<file path="src/rtl/ysyx_25040109_mux_key_with_default.sv">
// Key-lookup multiplexer with default.
// Compares `key` against every (key, data) entry of the packed table `lut`. It drives the OR of
// the data of all matching entries, or `default_out` when nothing matches. It also reports
// hit / lowest hit index / multi-hit. A registered copy of out/hit is kept for pipelined users.
//
// Ports:
//   clk         clock for out_r/hit_r only
//   rst         synchronous active-high reset, clears out_r/hit_r only
//   key         lookup key
//   default_out value driven on a miss
//   lut         NR_KEY entries; entry i at [(i+1)*W-1 : i*W], key in the upper KEY_LEN bits
//   out         combinational lookup result
//   hit         combinational, any entry matched
//   hit_idx     combinational, lowest matching index (0 on miss)
//   multi_hit   combinational, two or more entries matched
//   out_r/hit_r out/hit registered on rising clk
module ysyx_25040109_mux_key_with_default #(
  parameter int NR_KEY   = 2,
  parameter int KEY_LEN  = 1,
  parameter int DATA_LEN = 1
) (
  input  logic                                           clk,
  input  logic                                           rst,
  input  logic [KEY_LEN-1:0]                             key,
  input  logic [DATA_LEN-1:0]                            default_out,
  input  logic [NR_KEY*(KEY_LEN+DATA_LEN)-1:0]           lut,
  output logic [DATA_LEN-1:0]                            out,
  output logic                                           hit,
  output logic [((NR_KEY > 1) ? $clog2(NR_KEY) : 1)-1:0] hit_idx,
  output logic                                           multi_hit,
  output logic [DATA_LEN-1:0]                            out_r,
  output logic                                           hit_r
);

  localparam int W     = KEY_LEN + DATA_LEN;
  localparam int IDX_W = (NR_KEY > 1) ? $clog2(NR_KEY) : 1;

  logic [DATA_LEN-1:0] w_or_data;
  logic [IDX_W-1:0]    w_idx;
  logic                w_hit;
  logic                w_multi;

  logic [DATA_LEN-1:0] r_out;
  logic                r_hit;

  // Scan from the top down so the last assignment to w_idx is the lowest matching index.
  // w_multi is set when a match is found after one has already been seen.
  always_comb begin
    w_or_data = '0;
    w_idx     = '0;
    w_hit     = 1'b0;
    w_multi   = 1'b0;
    for (int i = NR_KEY - 1; i >= 0; i--) begin
      if (lut[i*W + DATA_LEN +: KEY_LEN] == key) begin
        if (w_hit) begin
          w_multi = 1'b1;
        end
        w_hit     = 1'b1;
        w_idx     = IDX_W'(unsigned'(i));
        w_or_data = w_or_data | lut[i*W +: DATA_LEN];
      end
    end
  end

  assign out       = w_hit ? w_or_data : default_out;
  assign hit       = w_hit;
  assign hit_idx   = w_idx;
  assign multi_hit = w_multi;

  always_ff @(posedge clk) begin
    if (rst) begin
      r_out <= '0;
      r_hit <= 1'b0;
    end else begin
      r_out <= out;
      r_hit <= hit;
    end
  end

  assign out_r = r_out;
  assign hit_r = r_hit;

endmodule

</file>
<file path="config.mk">
export PLATFORM = sky130hd
export DESIGN_NAME = ysyx_25040109_mux_key_with_default
export DESIGN_NICKNAME = d
export VERILOG_FILES = /design/src/rtl/ysyx_25040109_mux_key_with_default.sv
export SDC_FILE = /design/constraint.sdc
export NUM_CORES = 1
export LEC_CHECK = 0
export CAP_MARGIN = 10
export CORE_AREA = 8 8 45 47
export DETAILED_ROUTE_END_ITERATION = 6
export DIE_AREA = 0 0 53 55
export PLACE_DENSITY = 0.38
export SLEW_MARGIN = 20
export SYNTH_ARGS = -nofsm -noshare
export SYNTH_HDL_FRONTEND = slang
export SYNTH_SLANG_ARGS = --single-unit
</file>
<file path="constraint.sdc">
create_clock -name clk -period 1.7 [get_ports clk]
set_input_delay 0.51 -clock clk [delete_from_list [all_inputs] [get_ports clk]]
set_output_delay 0.51 -clock clk [all_outputs]
set_load 0.01 [all_outputs]
</file>
==> flow_results.xml, run 1 <==
<?xml version="1.0" encoding="UTF-8"?>
<metrics>
  <group name="sta">
    <metric name="totalNegativeSetupSlack" unit="ns">-0.0216</metric>
    <metric name="grt_setup_unrepaired" unit="">true</metric>
    <metric name="max_freq" unit="GHz">0.581</metric>
    <metric name="min_period_over_period" unit="%">101</metric>
    <metric name="tightest_slew" unit="ns">0.210</metric>
    <metric name="report.final.hold_viol_count" unit="">0</metric>
    <metric name="slew_headroom" unit="%">86.0</metric>
    <metric name="timing_max_transition_violations_final" unit="">0</metric>
    <metric name="min_period" unit="ns">1.72</metric>
    <metric name="report.final.setup_viol" unit="">1</metric>
    <metric name="final.setup.worst_slack" unit="ns">-0.0216</metric>
  </group>
  <group name="critical_path">
    <metric name="crit_path_max_fanout" unit="">6</metric>
    <metric name="startpoint_type" unit="">primary input</metric>
    <metric name="setup.worst_path.end_class" unit="">primary output</metric>
    <metric name="timing_worst_setup_path_type" unit="">primary input to primary output</metric>
    <metric name="critPathArrivalTime" unit="ns">1.21</metric>
    <metric name="required" unit="ns">1.19</metric>
  </group>
  <group name="finish">
    <metric name="most-common-layout-cells" unit="">8 x sky130_fd_sc_hd__buf_4, 6 x sky130_fd_sc_hd__buf_2, 4 x sky130_fd_sc_hd__nand2_1, 4 x sky130_fd_sc_hd__buf_6</metric>
    <metric name="area_growth_syn_to_layout" unit="%">135</metric>
    <metric name="final_layout_size_suffix_gt1_share" unit="%">62.5</metric>
    <metric name="instances_no_fill" unit="">64</metric>
    <metric name="n_antenna_cell" unit="">0</metric>
    <metric name="final_common_cell" unit="">sky130_fd_sc_hd__buf_4</metric>
    <metric name="finish.utilization" unit="%">31.0</metric>
    <metric name="final_net_count" unit="">58</metric>
    <metric name="num-fill-cells" unit="">157</metric>
  </group>
  <group name="cts">
    <metric name="clock-root-buffer" unit="">sky130_fd_sc_hd__clkbuf_4</metric>
    <metric name="tritoncts_clock_tree" unit="">yes</metric>
    <metric name="cts_max_level" unit="">1</metric>
    <metric name="clkTransAtPathRegs" unit="ns">0.03</metric>
    <metric name="clk_sink_count" unit="">2</metric>
    <metric name="cts_hold_repair.buffers" unit="">0</metric>
    <metric name="cts_made_buffers" unit="">3</metric>
    <metric name="max_buffers_root_to_sink" unit="">2</metric>
  </group>
  <group name="floorplanning">
    <metric name="chipWidth" unit="um">53</metric>
    <metric name="dieArea" unit="um2">2920</metric>
    <metric name="rows" unit="">14</metric>
    <metric name="chipHeight" unit="um">55</metric>
    <metric name="effective_utilization_at_floorplan" unit="%">13.2</metric>
    <metric name="core_region_area" unit="um2">1380</metric>
    <metric name="ios" unit="">14</metric>
  </group>
  <group name="run_status">
    <metric name="failed_checks" unit="">negative setup slack</metric>
    <metric name="outcome" unit="">finished with violations</metric>
  </group>
  <group name="logic_synthesis">
    <metric name="ys_seq_area_share" unit="%">21.9</metric>
    <metric name="synth_compound_gate_area_share" unit="%">35.6</metric>
    <metric name="yosysWarningCount" unit="">0</metric>
    <metric name="main_combinational_cell_family_by_area_after_synthesis" unit="">compound AO/OA/AOI/OAI gates</metric>
    <metric name="post_synth_inst_count" unit="">25</metric>
    <metric name="post_synth.cell_area_avg" unit="um2">7.31</metric>
    <metric name="synth_xor_area_share" unit="%">0</metric>
    <metric name="number_of_storage_elements_in_the_synthesis_netlist" unit="">2</metric>
    <metric name="synthSimpleGateAreaFrac" unit="%">32.2</metric>
    <metric name="muxShareOfSynthArea" unit="%">0</metric>
    <metric name="synth.net_count" unit="">33</metric>
    <metric name="synth.lib_cells_used.distinct" unit="">16</metric>
    <metric name="post_synth_fa_ha_maj_area_fraction" unit="%">0</metric>
    <metric name="syn-cell-area" unit="um2">183</metric>
  </group>
  <group name="global_routing">
    <metric name="grtUsageTotal" unit="%">6.00</metric>
    <metric name="grt_antenna_before_repair" unit="">0</metric>
    <metric name="global_route_wire_length_before_repair" unit="mm">1.19</metric>
    <metric name="grt_pass1_vias" unit="">299</metric>
    <metric name="grt.overflow.total" unit="">0</metric>
    <metric name="largest_net_degree_at_the_start_of_global_routing" unit="">8</metric>
  </group>
  <group name="routing">
    <metric name="drc" unit="">0</metric>
    <metric name="via_density" unit="">4.20</metric>
    <metric name="drt_first_iter_violations" unit="">1</metric>
    <metric name="antenna_violating_nets_post_route" unit="">0</metric>
    <metric name="drt-pass1-iter-count" unit="">4</metric>
    <metric name="via_count" unit="">269</metric>
    <metric name="detail_route.wl_per_cell" unit="um">11.2</metric>
    <metric name="totalWireLength" unit="um">716</metric>
  </group>
  <group name="placement">
    <metric name="port-buffer-count" unit="">13</metric>
    <metric name="hpwl" unit="um">544</metric>
    <metric name="placed_cells" unit="">60</metric>
    <metric name="routabilityCongestion" unit="">0.676</metric>
  </group>
  <group name="worst_hold_path">
    <metric name="min_from" unit="">key</metric>
    <metric name="timing.hold.worst.class" unit="">primary input to flip-flop</metric>
    <metric name="timing.hold.worst_path_depth" unit="">3</metric>
    <metric name="hold_crit_endpoint" unit="">hit_r</metric>
  </group>
  <group name="job">
    <metric name="maxCapViolCount" unit="">0</metric>
  </group>
  <group name="power">
    <metric name="worst_vdd_ir" unit="uV">93.3</metric>
    <metric name="p_per_area" unit="nW/um2">604</metric>
    <metric name="leakagePower" unit="nW">0.204</metric>
  </group>
</metrics>
-- worst max path at each step --
stage | start | to | slack [ns] | cells past startpoint
after global routing | key | out | -0.08 | 5
after floorplan | key | out | 0.11 | 4
after global placement | key | out | -0.83 | 5
after detailed placement | lut[3] | out | -0.86 | 5
after CTS | lut[2] | out | -0.02 | 5
final | key | out | -0.02 | 5
-- where the power goes --
| group | internal [mW] | switching (mW) | total [mW] |
|---|---|---|---|
| sequential | 0.0512 | 0.000877 | 0.0520 |
| combinational | 0.0572 | 0.0420 | 0.0992 |
| clock | 0.0780 | 0.0299 | 0.108 |
| total | 0.186 | 0.0727 | 0.259 |
-- cell type report --
class                   count  area [um2]  area share, %
well taps                  16        20.0           4.66
inverters                   2        7.51           1.75
multi-input cells          20         174           40.5
flip-flops and latches      2        40.0           9.33
clock buffers               3        22.5           5.25
repair buffers             21         165           38.5
-- repair_timing --
action,in CTS,in global routing
pin swaps,2,1
endpoints found under the setup margin,4,3
buffers inserted,1,0
resized for setup,56,4
-- registers in the layout, indices dropped and copies added, names as in the netlist --
| signal | count |
|---|---|
| out_r | 1 |
| hit_r | 1 |
-- cell usage after synthesis --
cell                       instances  share of area [%]
sky130_fd_sc_hd__nor2_1            2                4.1
sky130_fd_sc_hd__nor3b_1           1                4.1
sky130_fd_sc_hd__nor2b_1           2                6.8
sky130_fd_sc_hd__inv_1             2                4.1
sky130_fd_sc_hd__nand2_1           5                 10
sky130_fd_sc_hd__dfxtp_1           2                 22
sky130_fd_sc_hd__a21oi_2           1                4.8
sky130_fd_sc_hd__a21o_1            1                4.1
sky130_fd_sc_hd__a211oi_1          1                4.1
sky130_fd_sc_hd__nand3_1           1                2.7
sky130_fd_sc_hd__buf_6             1                6.2
sky130_fd_sc_hd__o32ai_2           1                8.9
sky130_fd_sc_hd__o21ai_0           2                5.5
sky130_fd_sc_hd__nand3b_1          1                4.1
sky130_fd_sc_hd__a21oi_1           1                2.7
sky130_fd_sc_hd__a21bo_2           1                5.5
-- through the flow --
stage               hold WS [ns]  cell area [um2]  worst slack, ns  power, mW
finish                     0.608              429          -0.0216      0.259
global route               0.628              429          -0.0834      0.278
global placement            1.10              374           -0.830      0.142
CTS                        0.603              418          -0.0153      0.260
floorplan                  0.572              183            0.113     0.0853
detailed placement          1.10              374           -0.862      0.143
-- critical path, cell delays in order --
cell	delay, ns
sky130_fd_sc_hd__buf_6	0.11
sky130_fd_sc_hd__buf_6	0.11
sky130_fd_sc_hd__o32ai_4	0.27
sky130_fd_sc_hd__nand2_1	0.08
sky130_fd_sc_hd__buf_2	0.14
-- metal layers --
metal | vias up | global-route usage [%] | wire length [um]
met5 | - | 0 | 0
met4 | 0 | 7.76 | 24
met3 | 4 | 1.87 | 56
met2 | 11 | 11.3 | 391
met1 | 121 | 4.09 | 243
li1 | 133 | - | -
-- cell families after synthesis --
logic type / Yosys count
AOI/OAI and AO/OA: 8
buffers and inverters: 3
DFF: 2
and+or+nand+nor: 12
Power figures use the tool's default switching activity.
==> inputs of run 2 (changes only) <==
--- a/config.mk
+++ b/config.mk
@@ -10,7 +10,7 @@
 export DETAILED_ROUTE_END_ITERATION = 6
 export DIE_AREA = 0 0 53 55
 export PLACE_DENSITY = 0.38
-export SLEW_MARGIN = 20
+export SKIP_CTS_REPAIR_TIMING = 1
 export SYNTH_ARGS = -nofsm -noshare
 export SYNTH_HDL_FRONTEND = slang
 export SYNTH_SLANG_ARGS = --single-unit
==> run 2 against run 1 <==
Compared with the run above:
- the run still ends with negative setup slack left
- global-route usage is 0.82 points lower
- combinational power is 4% higher
- sequential power hardly changed
- utilization increased by 0.99 points
- highest routed layer unchanged
==> flow_results.xml, run 2 (synthesized netlist as in run 1, its figures left out) <==
<?xml version="1.0" encoding="UTF-8"?>
<metrics>
  <group name="critical_path">
    <metric name="path_common_cell" unit="">sky130_fd_sc_hd__buf_6</metric>
    <metric name="critPathArrivalTime" unit="ns">1.22</metric>
    <metric name="timing.critical_path.cells" unit="">buf_6 -&gt; nor2b_4 -&gt; o32ai_4 -&gt; nand2_1 -&gt; buf_6</metric>
    <metric name="timing_worst_setup_path_type" unit="">primary input to primary output</metric>
    <metric name="setup.worst_path.end_class" unit="">primary output</metric>
    <metric name="startpoint_type" unit="">primary input</metric>
    <metric name="crit_path_max_incr_delay" unit="ns">0.27</metric>
    <metric name="required" unit="ns">1.19</metric>
    <metric name="critPathSlowestCell" unit="">sky130_fd_sc_hd__o32ai_4</metric>
    <metric name="crit_path_max_fanout" unit="">2</metric>
  </group>
  <group name="routing">
    <metric name="drt-pass1-iter-count" unit="">1</metric>
    <metric name="detail_route.wl_per_cell" unit="um">11.3</metric>
    <metric name="drc" unit="">0</metric>
    <metric name="totalWireLength" unit="um">720</metric>
    <metric name="via_density" unit="">4.20</metric>
    <metric name="antenna_violating_nets_post_route" unit="">0</metric>
    <metric name="drt_first_iter_violations" unit="">0</metric>
    <metric name="via_count" unit="">269</metric>
  </group>
  <group name="cts">
    <metric name="tritoncts_clock_tree" unit="">yes</metric>
    <metric name="max_buffers_root_to_sink" unit="">2</metric>
    <metric name="clkTransAtPathRegs" unit="ns">0.03</metric>
    <metric name="clock-root-buffer" unit="">sky130_fd_sc_hd__clkbuf_4</metric>
    <metric name="clk_sink_count" unit="">2</metric>
    <metric name="cts_made_buffers" unit="">3</metric>
    <metric name="cts_max_level" unit="">1</metric>
  </group>
  <group name="finish">
    <metric name="num-fill-cells" unit="">158</metric>
    <metric name="n_antenna_cell" unit="">0</metric>
    <metric name="final_layout_size_suffix_gt1_share" unit="%">56.3</metric>
    <metric name="most-common-layout-cells" unit="">8 x sky130_fd_sc_hd__buf_4, 5 x sky130_fd_sc_hd__buf_6, 4 x sky130_fd_sc_hd__nand2_1</metric>
    <metric name="final_net_count" unit="">58</metric>
    <metric name="final_common_cell" unit="">sky130_fd_sc_hd__buf_4</metric>
    <metric name="regArea" unit="um2">40.0</metric>
    <metric name="area_growth_syn_to_layout" unit="%">142</metric>
    <metric name="multiInputGateArea" unit="um2">166</metric>
    <metric name="finish.utilization" unit="%">32.0</metric>
    <metric name="layout.cell_area.non_filler" unit="um2">443</metric>
  </group>
  <group name="floorplanning">
    <metric name="effective_utilization_at_floorplan" unit="%">13.2</metric>
    <metric name="chipHeight" unit="um">55</metric>
    <metric name="dieArea" unit="um2">2920</metric>
    <metric name="ios" unit="">14</metric>
    <metric name="chipWidth" unit="um">53</metric>
    <metric name="core_region_area" unit="um2">1380</metric>
    <metric name="rows" unit="">14</metric>
  </group>
  <group name="job">
    <metric name="maxCapViolCount" unit="">0</metric>
  </group>
  <group name="sta">
    <metric name="report.final.setup_viol" unit="">1</metric>
    <metric name="final.setup.worst_slack" unit="ns">-0.0350</metric>
    <metric name="timing_max_transition_violations_final" unit="">0</metric>
    <metric name="tightest_slew" unit="ns">0.220</metric>
    <metric name="max_freq" unit="GHz">0.576</metric>
    <metric name="report.final.hold_viol_count" unit="">0</metric>
    <metric name="min_period" unit="ns">1.73</metric>
    <metric name="min_period_over_period" unit="%">102</metric>
    <metric name="totalNegativeSetupSlack" unit="ns">-0.0350</metric>
    <metric name="grt_setup_unrepaired" unit="">true</metric>
    <metric name="slew_headroom" unit="%">85.3</metric>
    <metric name="hold-worst-slack" unit="ns">0.608</metric>
  </group>
  <group name="power">
    <metric name="power_frac_comb" unit="%">39.4</metric>
    <metric name="power_switching_share" unit="%">27.2</metric>
    <metric name="leakagePower" unit="nW">0.219</metric>
    <metric name="power.switching" unit="mW">0.0710</metric>
    <metric name="share_seq_of_total_power" unit="%">19.9</metric>
    <metric name="report.power.total" unit="mW">0.261</metric>
    <metric name="clock_share_of_power" unit="%">40.7</metric>
    <metric name="worst_vdd_ir" unit="uV">93.2</metric>
    <metric name="internal_power_contribution" unit="mW">0.190</metric>
    <metric name="p_per_area" unit="nW/um2">590</metric>
  </group>
  <group name="global_routing">
    <metric name="grt_antenna_before_repair" unit="">0</metric>
    <metric name="global_route_wire_length_before_repair" unit="mm">1.01</metric>
    <metric name="grt.overflow.total" unit="">0</metric>
    <metric name="largest_net_degree_at_the_start_of_global_routing" unit="">8</metric>
    <metric name="grtUsageTotal" unit="%">5.19</metric>
    <metric name="grt_pass1_vias" unit="">265</metric>
  </group>
  <group name="placement">
    <metric name="routabilityCongestion" unit="">0.676</metric>
    <metric name="hpwl" unit="um">544</metric>
    <metric name="port-buffer-count" unit="">13</metric>
    <metric name="post_dp_cell_area" unit="um2">374</metric>
  </group>
  <group name="run_status">
    <metric name="failed_checks" unit="">negative setup slack</metric>
    <metric name="outcome" unit="">finished with violations</metric>
  </group>
  <group name="worst_hold_path">
    <metric name="timing.hold.worst.class" unit="">primary input to flip-flop</metric>
  </group>
</metrics>
run 2: layout make-up:
class	instances	area share, %
tap	16	4.52
inverter	2	1.69
timing repair buffer	21	42.1
multi-input combinational	20	37.6
sequential	2	9.04
clock buffer	3	5.08
run 2: stage by stage:
| step | std cells | setup WS (ns) |
|---|---|---|
| after floorplan | 25 | 0.113 |
| after CTS | 63 | -0.866 |
| after global routing | 64 | -0.0753 |
| final | 64 | -0.0350 |
| after global placement | 60 | -0.830 |
| after detailed placement | 60 | -0.862 |
run 2: layer usage:
metal / up-vias / GRT usage [%] / part of all wire [%]
li1: 134 / - / -
met1: 122 / 3.48 / 31
met2: 9 / 8.79 / 55
met3: 4 / 2.41 / 10
met4: 0 / 7.76 / 3.2
met5: - / 0 / 0
run 2: critical path, delay by kind of cell:
kind	cells	cell delay, ns
AOI/OAI and AO/OA	1	0.27
and+or+nand+nor	2	0.22
buffers and inverters	2	0.22
run 2: power groups by stage:
| stage | registers [mW] | logic [mW] | clock network (mW) |
|---|---|---|---|
| 6_report | 0.0521 | 0.103 | 0.106 |
| 5_1_grt | 0.0527 | 0.111 | 0.117 |
| 4_1_cts | 0.0521 | 0.0905 | 0.111 |
| 3_5_place_dp | 0.0527 | 0.0899 | 0 |
| 3_3_place_gp | 0.0527 | 0.0894 | 0 |
| 2_1_floorplan | 0.0548 | 0.0306 | 0 |
run 2: final timing paths:
kind | start | end | slack, ns | depth (start not counted)
worst max-delay path | lut[2] | out | -0.03 | 5
worst min-delay path | key | hit_r | 0.61 | 3
==> inputs of run 3 (changes only) <==
--- a/config.mk
+++ b/config.mk
@@ -11,6 +11,7 @@
 export DIE_AREA = 0 0 53 55
 export PLACE_DENSITY = 0.38
 export SKIP_CTS_REPAIR_TIMING = 1
+export SLEW_MARGIN = 5
 export SYNTH_ARGS = -nofsm -noshare
 export SYNTH_HDL_FRONTEND = slang
 export SYNTH_SLANG_ARGS = --single-unit
==> results of run 3 <==
The final DEF is identical to that of run 2; final timing and power are the same.
